File: src/rtl/mem_byte_feeder_if.sv
// Handshake and host-side bus for the byte feeder: RAM write port,
// playback control, and the valid/ready byte stream to the serializer.
interface mem_byte_feeder_if #(
    parameter int ADDR_W = 4,
    parameter int DATA_W = 8
);
    logic              wr_en;
    logic [ADDR_W-1:0] wr_addr;
    logic [DATA_W-1:0] wr_data;
    logic              start;
    logic              stop;
    logic              loop;
    logic [ADDR_W-1:0] last_addr;
    logic [DATA_W-1:0] dout;
    logic              dout_valid;
    logic              dout_ready;
    logic              busy;
    logic              done;

    // Host / serializer side: loads the RAM, controls playback, consumes bytes.
    modport master (
        output wr_en, wr_addr, wr_data, start, stop, loop, last_addr, dout_ready,
        input  dout, dout_valid, busy, done
    );

    // Feeder side.
    modport slave (
        input  wr_en, wr_addr, wr_data, start, stop, loop, last_addr, dout_ready,
        output dout, dout_valid, busy, done
    );
endinterface

File: src/rtl/mem_byte_feeder.sv
// Byte RAM with a playback engine. The host fills the RAM through the write
// port, then start plays addresses 0..last_addr in order over valid/ready,
// once or looping. Each accepted byte costs one FETCH cycle before the next
// byte is presented.
module mem_byte_feeder #(
    parameter int ADDR_W = 4,
    parameter int DATA_W = 8
) (
    input logic             sys_clk,
    input logic             sys_rst_n,
    mem_byte_feeder_if.slave bus
);
    localparam int DEPTH = 2 ** ADDR_W;

    typedef enum logic [1:0] {
        IDLE,
        FETCH,
        PRESENT
    } state_t;

    logic [DATA_W-1:0] mem [DEPTH];
    state_t            state;
    logic [ADDR_W-1:0] rd_ptr;
    logic [ADDR_W-1:0] last_q;
    logic              loop_q;
    logic [DATA_W-1:0] dout_q;
    logic              dout_valid_q;
    logic              busy_q;
    logic              done_q;

    assign bus.dout       = dout_q;
    assign bus.dout_valid = dout_valid_q;
    assign bus.busy       = busy_q;
    assign bus.done       = done_q;

    // RAM write port; no reset so contents survive a system reset.
    always_ff @(posedge sys_clk) begin
        if (bus.wr_en) begin
            mem[bus.wr_addr] <= bus.wr_data;
        end
    end

    // Playback FSM with registered outputs; the FETCH read sees pre-write data.
    always_ff @(posedge sys_clk or negedge sys_rst_n) begin
        if (!sys_rst_n) begin
            state        <= IDLE;
            rd_ptr       <= '0;
            last_q       <= '0;
            loop_q       <= 1'b0;
            dout_q       <= '0;
            dout_valid_q <= 1'b0;
            busy_q       <= 1'b0;
            done_q       <= 1'b0;
        end else begin
            done_q <= 1'b0;
            case (state)
                IDLE: begin
                    if (bus.start && !bus.stop) begin
                        loop_q <= bus.loop;
                        last_q <= bus.last_addr;
                        rd_ptr <= '0;
                        busy_q <= 1'b1;
                        state  <= FETCH;
                    end
                end
                FETCH: begin
                    if (bus.stop) begin
                        dout_valid_q <= 1'b0;
                        busy_q       <= 1'b0;
                        state        <= IDLE;
                    end else begin
                        dout_q       <= mem[rd_ptr];
                        dout_valid_q <= 1'b1;
                        state        <= PRESENT;
                    end
                end
                PRESENT: begin
                    if (bus.stop) begin
                        dout_valid_q <= 1'b0;
                        busy_q       <= 1'b0;
                        state        <= IDLE;
                    end else if (dout_valid_q && bus.dout_ready) begin
                        dout_valid_q <= 1'b0;
                        if (rd_ptr != last_q) begin
                            rd_ptr <= rd_ptr + 1'b1;
                            state  <= FETCH;
                        end else if (loop_q) begin
                            rd_ptr <= '0;
                            state  <= FETCH;
                        end else begin
                            busy_q <= 1'b0;
                            done_q <= 1'b1;
                            state  <= IDLE;
                        end
                    end
                end
                default: begin
                    dout_valid_q <= 1'b0;
                    busy_q       <= 1'b0;
                    state        <= IDLE;
                end
            endcase
        end
    end
endmodule
File: src/flat_wrapper.sv
// flat-port wrapper written by rule: the top's interface ports become plain ports
module mem_byte_feeder_flat 
#(
    parameter int ADDR_W = 4,
    parameter int DATA_W = 8
)
  (sys_clk, sys_rst_n, bus_wr_en, bus_wr_addr, bus_wr_data, bus_start, bus_stop, bus_loop, bus_last_addr, bus_dout_ready, bus_dout, bus_dout_valid, bus_busy, bus_done);
  mem_byte_feeder_if #(.ADDR_W(ADDR_W), .DATA_W(DATA_W)) bus_i ();
  input logic sys_clk;
  input logic sys_rst_n;
  input wire logic [$bits(bus_i.wr_en)-1:0] bus_wr_en;
  input wire logic [$bits(bus_i.wr_addr)-1:0] bus_wr_addr;
  input wire logic [$bits(bus_i.wr_data)-1:0] bus_wr_data;
  input wire logic [$bits(bus_i.start)-1:0] bus_start;
  input wire logic [$bits(bus_i.stop)-1:0] bus_stop;
  input wire logic [$bits(bus_i.loop)-1:0] bus_loop;
  input wire logic [$bits(bus_i.last_addr)-1:0] bus_last_addr;
  input wire logic [$bits(bus_i.dout_ready)-1:0] bus_dout_ready;
  output wire logic [$bits(bus_i.dout)-1:0] bus_dout;
  output wire logic [$bits(bus_i.dout_valid)-1:0] bus_dout_valid;
  output wire logic [$bits(bus_i.busy)-1:0] bus_busy;
  output wire logic [$bits(bus_i.done)-1:0] bus_done;
  assign bus_i.wr_en = bus_wr_en;
  assign bus_i.wr_addr = bus_wr_addr;
  assign bus_i.wr_data = bus_wr_data;
  assign bus_i.start = bus_start;
  assign bus_i.stop = bus_stop;
  assign bus_i.loop = bus_loop;
  assign bus_i.last_addr = bus_last_addr;
  assign bus_i.dout_ready = bus_dout_ready;
  assign bus_dout = bus_i.dout;
  assign bus_dout_valid = bus_i.dout_valid;
  assign bus_busy = bus_i.busy;
  assign bus_done = bus_i.done;
  mem_byte_feeder #(.ADDR_W(ADDR_W), .DATA_W(DATA_W)) u_core (.sys_clk(sys_clk), .sys_rst_n(sys_rst_n), .bus(bus_i));
endmodule
File: config.mk
export PLATFORM = sky130hd
export DESIGN_NAME = mem_byte_feeder_flat
export DESIGN_NICKNAME = d
export VERILOG_FILES = /design/src/rtl/mem_byte_feeder_if.sv /design/src/rtl/mem_byte_feeder.sv /design/src/flat_wrapper.sv
export SDC_FILE = /design/constraint.sdc
export NUM_CORES = 1
export LEC_CHECK = 0
export CORE_MARGIN = 2
export CORE_UTILIZATION = 59
export DETAILED_ROUTE_END_ITERATION = 16
export GPL_ROUTABILITY_DRIVEN = 0
export PLACE_DENSITY = 0.81
export SLEW_MARGIN = 20
export SYNTH_ARGS = -nofsm -noshare
export SYNTH_HDL_FRONTEND = slang
export SYNTH_SLANG_ARGS = --single-unit
File: constraint.sdc
create_clock -name sys_clk -period 1.86 [get_ports sys_clk]
set_input_delay 0.372 -clock sys_clk [delete_from_list [all_inputs] [get_ports sys_clk]]
set_output_delay 0.372 -clock sys_clk [all_outputs]
set_load 0.02 [all_outputs]
==> run_summary.xml <==
<?xml version="1.0" encoding="UTF-8"?>
<metrics>
  <group name="clock_network">
    <metric name="clockBufferDepth" unit="">2</metric>
    <metric name="clk_latency" unit="ps">520</metric>
    <metric name="h-tree-depth" unit="">4</metric>
    <metric name="cts_hold_repair.buffers" unit="">0</metric>
    <metric name="cts-buffers-inserted" unit="">17</metric>
    <metric name="root_buffer" unit="">clkbuf_8</metric>
    <metric name="numClockSinks" unit="">150</metric>
    <metric name="tritoncts" unit="">yes</metric>
    <metric name="cts.clk_slew.worst_paths" unit="ps">60</metric>
  </group>
  <group name="power">
    <metric name="power.static_leakage" unit="nW">2.569</metric>
    <metric name="ir_worst_vdd" unit="µV">674.5</metric>
    <metric name="power-per-cell-area" unit="mW/mm²">1142</metric>
  </group>
  <group name="logic_synthesis">
    <metric name="synthesis.yosys.warnings" unit="">0</metric>
    <metric name="netlist_top_cells_area" unit="">edfxtp_1, mux4_2, dfrtp_1, mux2i_1, o221ai_1</metric>
    <metric name="post_synth_num_cell_types" unit="">40</metric>
    <metric name="synthFlopType" unit="">edfxtp_1</metric>
    <metric name="synthCells" unit="">304</metric>
    <metric name="postSynth.asyncResetShare" unit="%">14.67</metric>
    <metric name="post_synthesis_average_cell_area" unit="µm²">19.67</metric>
    <metric name="synthDominantCellAreaShare" unit="%">64.29</metric>
    <metric name="synth_enable_flop_cells" unit="">128</metric>
    <metric name="post-synth-top-count-cell" unit="">edfxtp_1</metric>
    <metric name="synth_seq_cells" unit="">150</metric>
    <metric name="ys_seq_area_share" unit="%">73.50</metric>
    <metric name="netlist.top_cell.by_area" unit="">edfxtp_1</metric>
    <metric name="post_synth_most_frequent_cells" unit="">edfxtp_1, mux4_2, dfrtp_1, mux2i_1, nor2_1</metric>
    <metric name="syn-num-nets" unit="">328</metric>
    <metric name="area_of_the_mapped_netlist" unit="mm²">0.005978</metric>
  </group>
  <group name="final_layout">
    <metric name="number_of_nets_in_the_layout" unit="">401</metric>
    <metric name="area.growth.synth_to_final" unit="%">20.76</metric>
    <metric name="multi_input_area" unit="mm²">0.001481</metric>
    <metric name="regArea" unit="mm²">0.004395</metric>
    <metric name="n_antenna_cell" unit="">0</metric>
    <metric name="total_of_fill_cells_in_the_finished_design" unit="">614</metric>
    <metric name="finish.utilization" unit="%">73.52</metric>
    <metric name="drive_above_1_share" unit="%">27.44</metric>
  </group>
  <group name="worst_setup_path">
    <metric name="r2r_slack" unit="ps">70</metric>
    <metric name="crit_path_end_kind" unit="">register</metric>
    <metric name="critPathArrivalTime" unit="ps">2200</metric>
    <metric name="worst_setup_path_start_kind" unit="">register</metric>
    <metric name="path_max_fanout" unit="">10</metric>
    <metric name="worstPathRequired" unit="ps">2270</metric>
    <metric name="worst-setup-path-type" unit="">register to register</metric>
  </group>
  <group name="timing">
    <metric name="fin_worst_skew" unit="ps">6.412</metric>
    <metric name="timing.final.setup_violations" unit="">0</metric>
    <metric name="fin_worst_hold_slack" unit="ps">206.4</metric>
    <metric name="slew_viol_final" unit="">0</metric>
    <metric name="setup_repair_after_global_routing_missed_its_margin" unit="">no</metric>
    <metric name="tightestPinTransition" unit="ps">599.2</metric>
    <metric name="report.final.hold_viol_count" unit="">0</metric>
    <metric name="period_needed" unit="ps">1792</metric>
    <metric name="fmaxAchievable" unit="MHz">558.0</metric>
    <metric name="slew_headroom" unit="%">59.93</metric>
    <metric name="setup_ws" unit="ps">67.82</metric>
    <metric name="timing.setup.tns" unit="ps">0</metric>
    <metric name="post-route-period-util" unit="%">96.35</metric>
  </group>
  <group name="die">
    <metric name="core" unit="mm²">0.009819</metric>
    <metric name="num_rows" unit="">36</metric>
    <metric name="die_height" unit="µm">104.7</metric>
    <metric name="floorplan.die_area" unit="mm²">0.01095</metric>
    <metric name="initial_utilization" unit="%">60.88</metric>
    <metric name="num_io_pins" unit="">34</metric>
    <metric name="die-width" unit="µm">104.7</metric>
  </group>
  <group name="route">
    <metric name="drt_first_pass_iters" unit="">5</metric>
    <metric name="drc" unit="">0</metric>
    <metric name="drt_wl_total" unit="µm">12240</metric>
    <metric name="detailroute.via_count" unit="">3203</metric>
    <metric name="antenna_violating_nets_post_route" unit="">0</metric>
    <metric name="vias_per_cell" unit="">6.124</metric>
    <metric name="number_of_drc_markers_after_the_initial_detailed_route_iteration" unit="">361</metric>
    <metric name="post_drt_wl_per_cell" unit="µm">23.41</metric>
  </group>
  <group name="outcome">
    <metric name="run_status" unit="">complete, no violations</metric>
  </group>
  <group name="grt">
    <metric name="grt_antenna_before_repair" unit="">0</metric>
    <metric name="track_usage" unit="%">24.45</metric>
    <metric name="vias_in_the_first_global_route" unit="">3362</metric>
    <metric name="grt_pass1_wl" unit="µm">19290</metric>
    <metric name="grt_start_max_net_pins" unit="">23</metric>
    <metric name="globalRouteOverflowTotal" unit="">0</metric>
  </group>
  <group name="placement">
    <metric name="dpl_worst_slack" unit="ps">-218.1</metric>
    <metric name="dp.final_hpwl" unit="µm">7731</metric>
    <metric name="portBuffers" unit="">33</metric>
  </group>
  <group name="flow_run">
    <metric name="cap_violations" unit="">0</metric>
  </group>
  <group name="min_path">
    <metric name="worst_hold_path_type" unit="">primary input to asynchronous set/reset pin</metric>
  </group>
</metrics>
-- per-layer routing --
metal / vias up / global-route usage (%) / share of wire, %
met1: 1656 / 31.53 / 39
met3: 23 / 6.800 / 6.8
met2: 149 / 40.48 / 52
met5: - / 0 / 0
li1: 1375 / - / -
met4: 0 / 8.571 / 2.0
-- report_power, final --
| part | internal (W) | total, W | switching [W] | leakage, nW |
|---|---|---|---|---|
| sequential | 0.00386 | 0.00402 | 0.000161 | 1.43 |
| clock | 0.00190 | 0.00318 | 0.00128 | 0.261 |
| combinational | 0.000487 | 0.00104 | 0.000558 | 0.874 |
-- final cells by class --
cell class | count | area share (%)
Clock buffer | 20 | 5.893
Clock inverter | 12 | 1.820
Timing Repair Buffer | 67 | 8.319
Tap cell | 133 | 2.305
Sequential cell | 150 | 60.88
Inverter | 5 | 0.2600
Multi-Input combinational cell | 136 | 20.52
-- metrics by stage --
step / total power [W] / cells / instance area, µm²
5_1_grt: 0.008530 / 523 / 7219
4_1_cts: 0.008293 / 523 / 7213
3_3_place_gp: 0.005122 / 491 / 6669
6_report: 0.008244 / 523 / 7219
3_5_place_dp: 0.005182 / 491 / 6669
2_1_floorplan: 0.004670 / 304 / 5983
-- timing repair --
action	4_1_cts	5_1_grt
resized for setup	10	2
setup endpoints to repair	10	2
cloned	0	0
buffers inserted	0	0
-- cell families after synthesis --
kind of cell | Yosys count | synth area share (%)
DFF | 150 | 73.50
and+or+nand+nor | 57 | 5.567
muxes | 54 | 15.84
AOI/OAI and AO/OA | 20 | 2.428
buffers and inverters | 18 | 1.862
xor gates and xnor gates | 4 | 0.5860
adders and majority gates | 1 | 0.2093
-- state kept, by name (all words and copies together), names as in the netlist --
register / cells
u_core.mem: 128
u_core.bus.dout: 8
u_core.last_q: 4
u_core.rd_ptr: 4
u_core.state: 2
u_core.bus.busy: 1
u_core.bus.done: 1
u_core.bus.dout_valid: 1
u_core.loop_q: 1
-- worst paths after layout --
path / depth (start not counted) / endpoint / startpoint
max: 3 / u_core.bus.dout[2] / u_core.state[1]
min: 2 / u_core.bus.busy / sys_rst_n
max reg2reg: 3 / u_core.bus.dout[2] / u_core.state[1]
min reg2reg: 2 / u_core.bus.dout[6] / u_core.bus.dout[6]
max in group asynchronous: 2 / u_core.rd_ptr[1] / sys_rst_n
min in group sys_clk: 2 / u_core.last_q[3] / bus_last_addr[3]
-- layout by cell type, fill, tap and decap left out, types with 4 or more instances in the layout --
master | netlist | layout
xor2_1 | 4 | 4
inv_1 | 4 | 4
mux2i_1 | 17 | 16
dfrtp_1 | 22 | 21
nand2_1 | 9 | 9
buf_4 | 4 | 32
clkinvlp_4 | 0 | 4
o221ai_1 | 7 | 7
clkdlybuf4s50_1 | 0 | 22
mux2_2 | 5 | 5
nor2_1 | 16 | 16
o21ai_0 | 5 | 5
nand2b_1 | 5 | 5
mux4_2 | 32 | 32
dlygate4sd2_1 | 0 | 10
edfxtp_1 | 128 | 128
clkbuf_16 | 0 | 16
-- worst max-delay path, stage by stage (launching register included) --
cell      delay (ps)
dfrtp_1          490
or3b_1           470
or2_0            390
o221ai_1         340
Note: power is estimated with default switching activity, not from simulation.
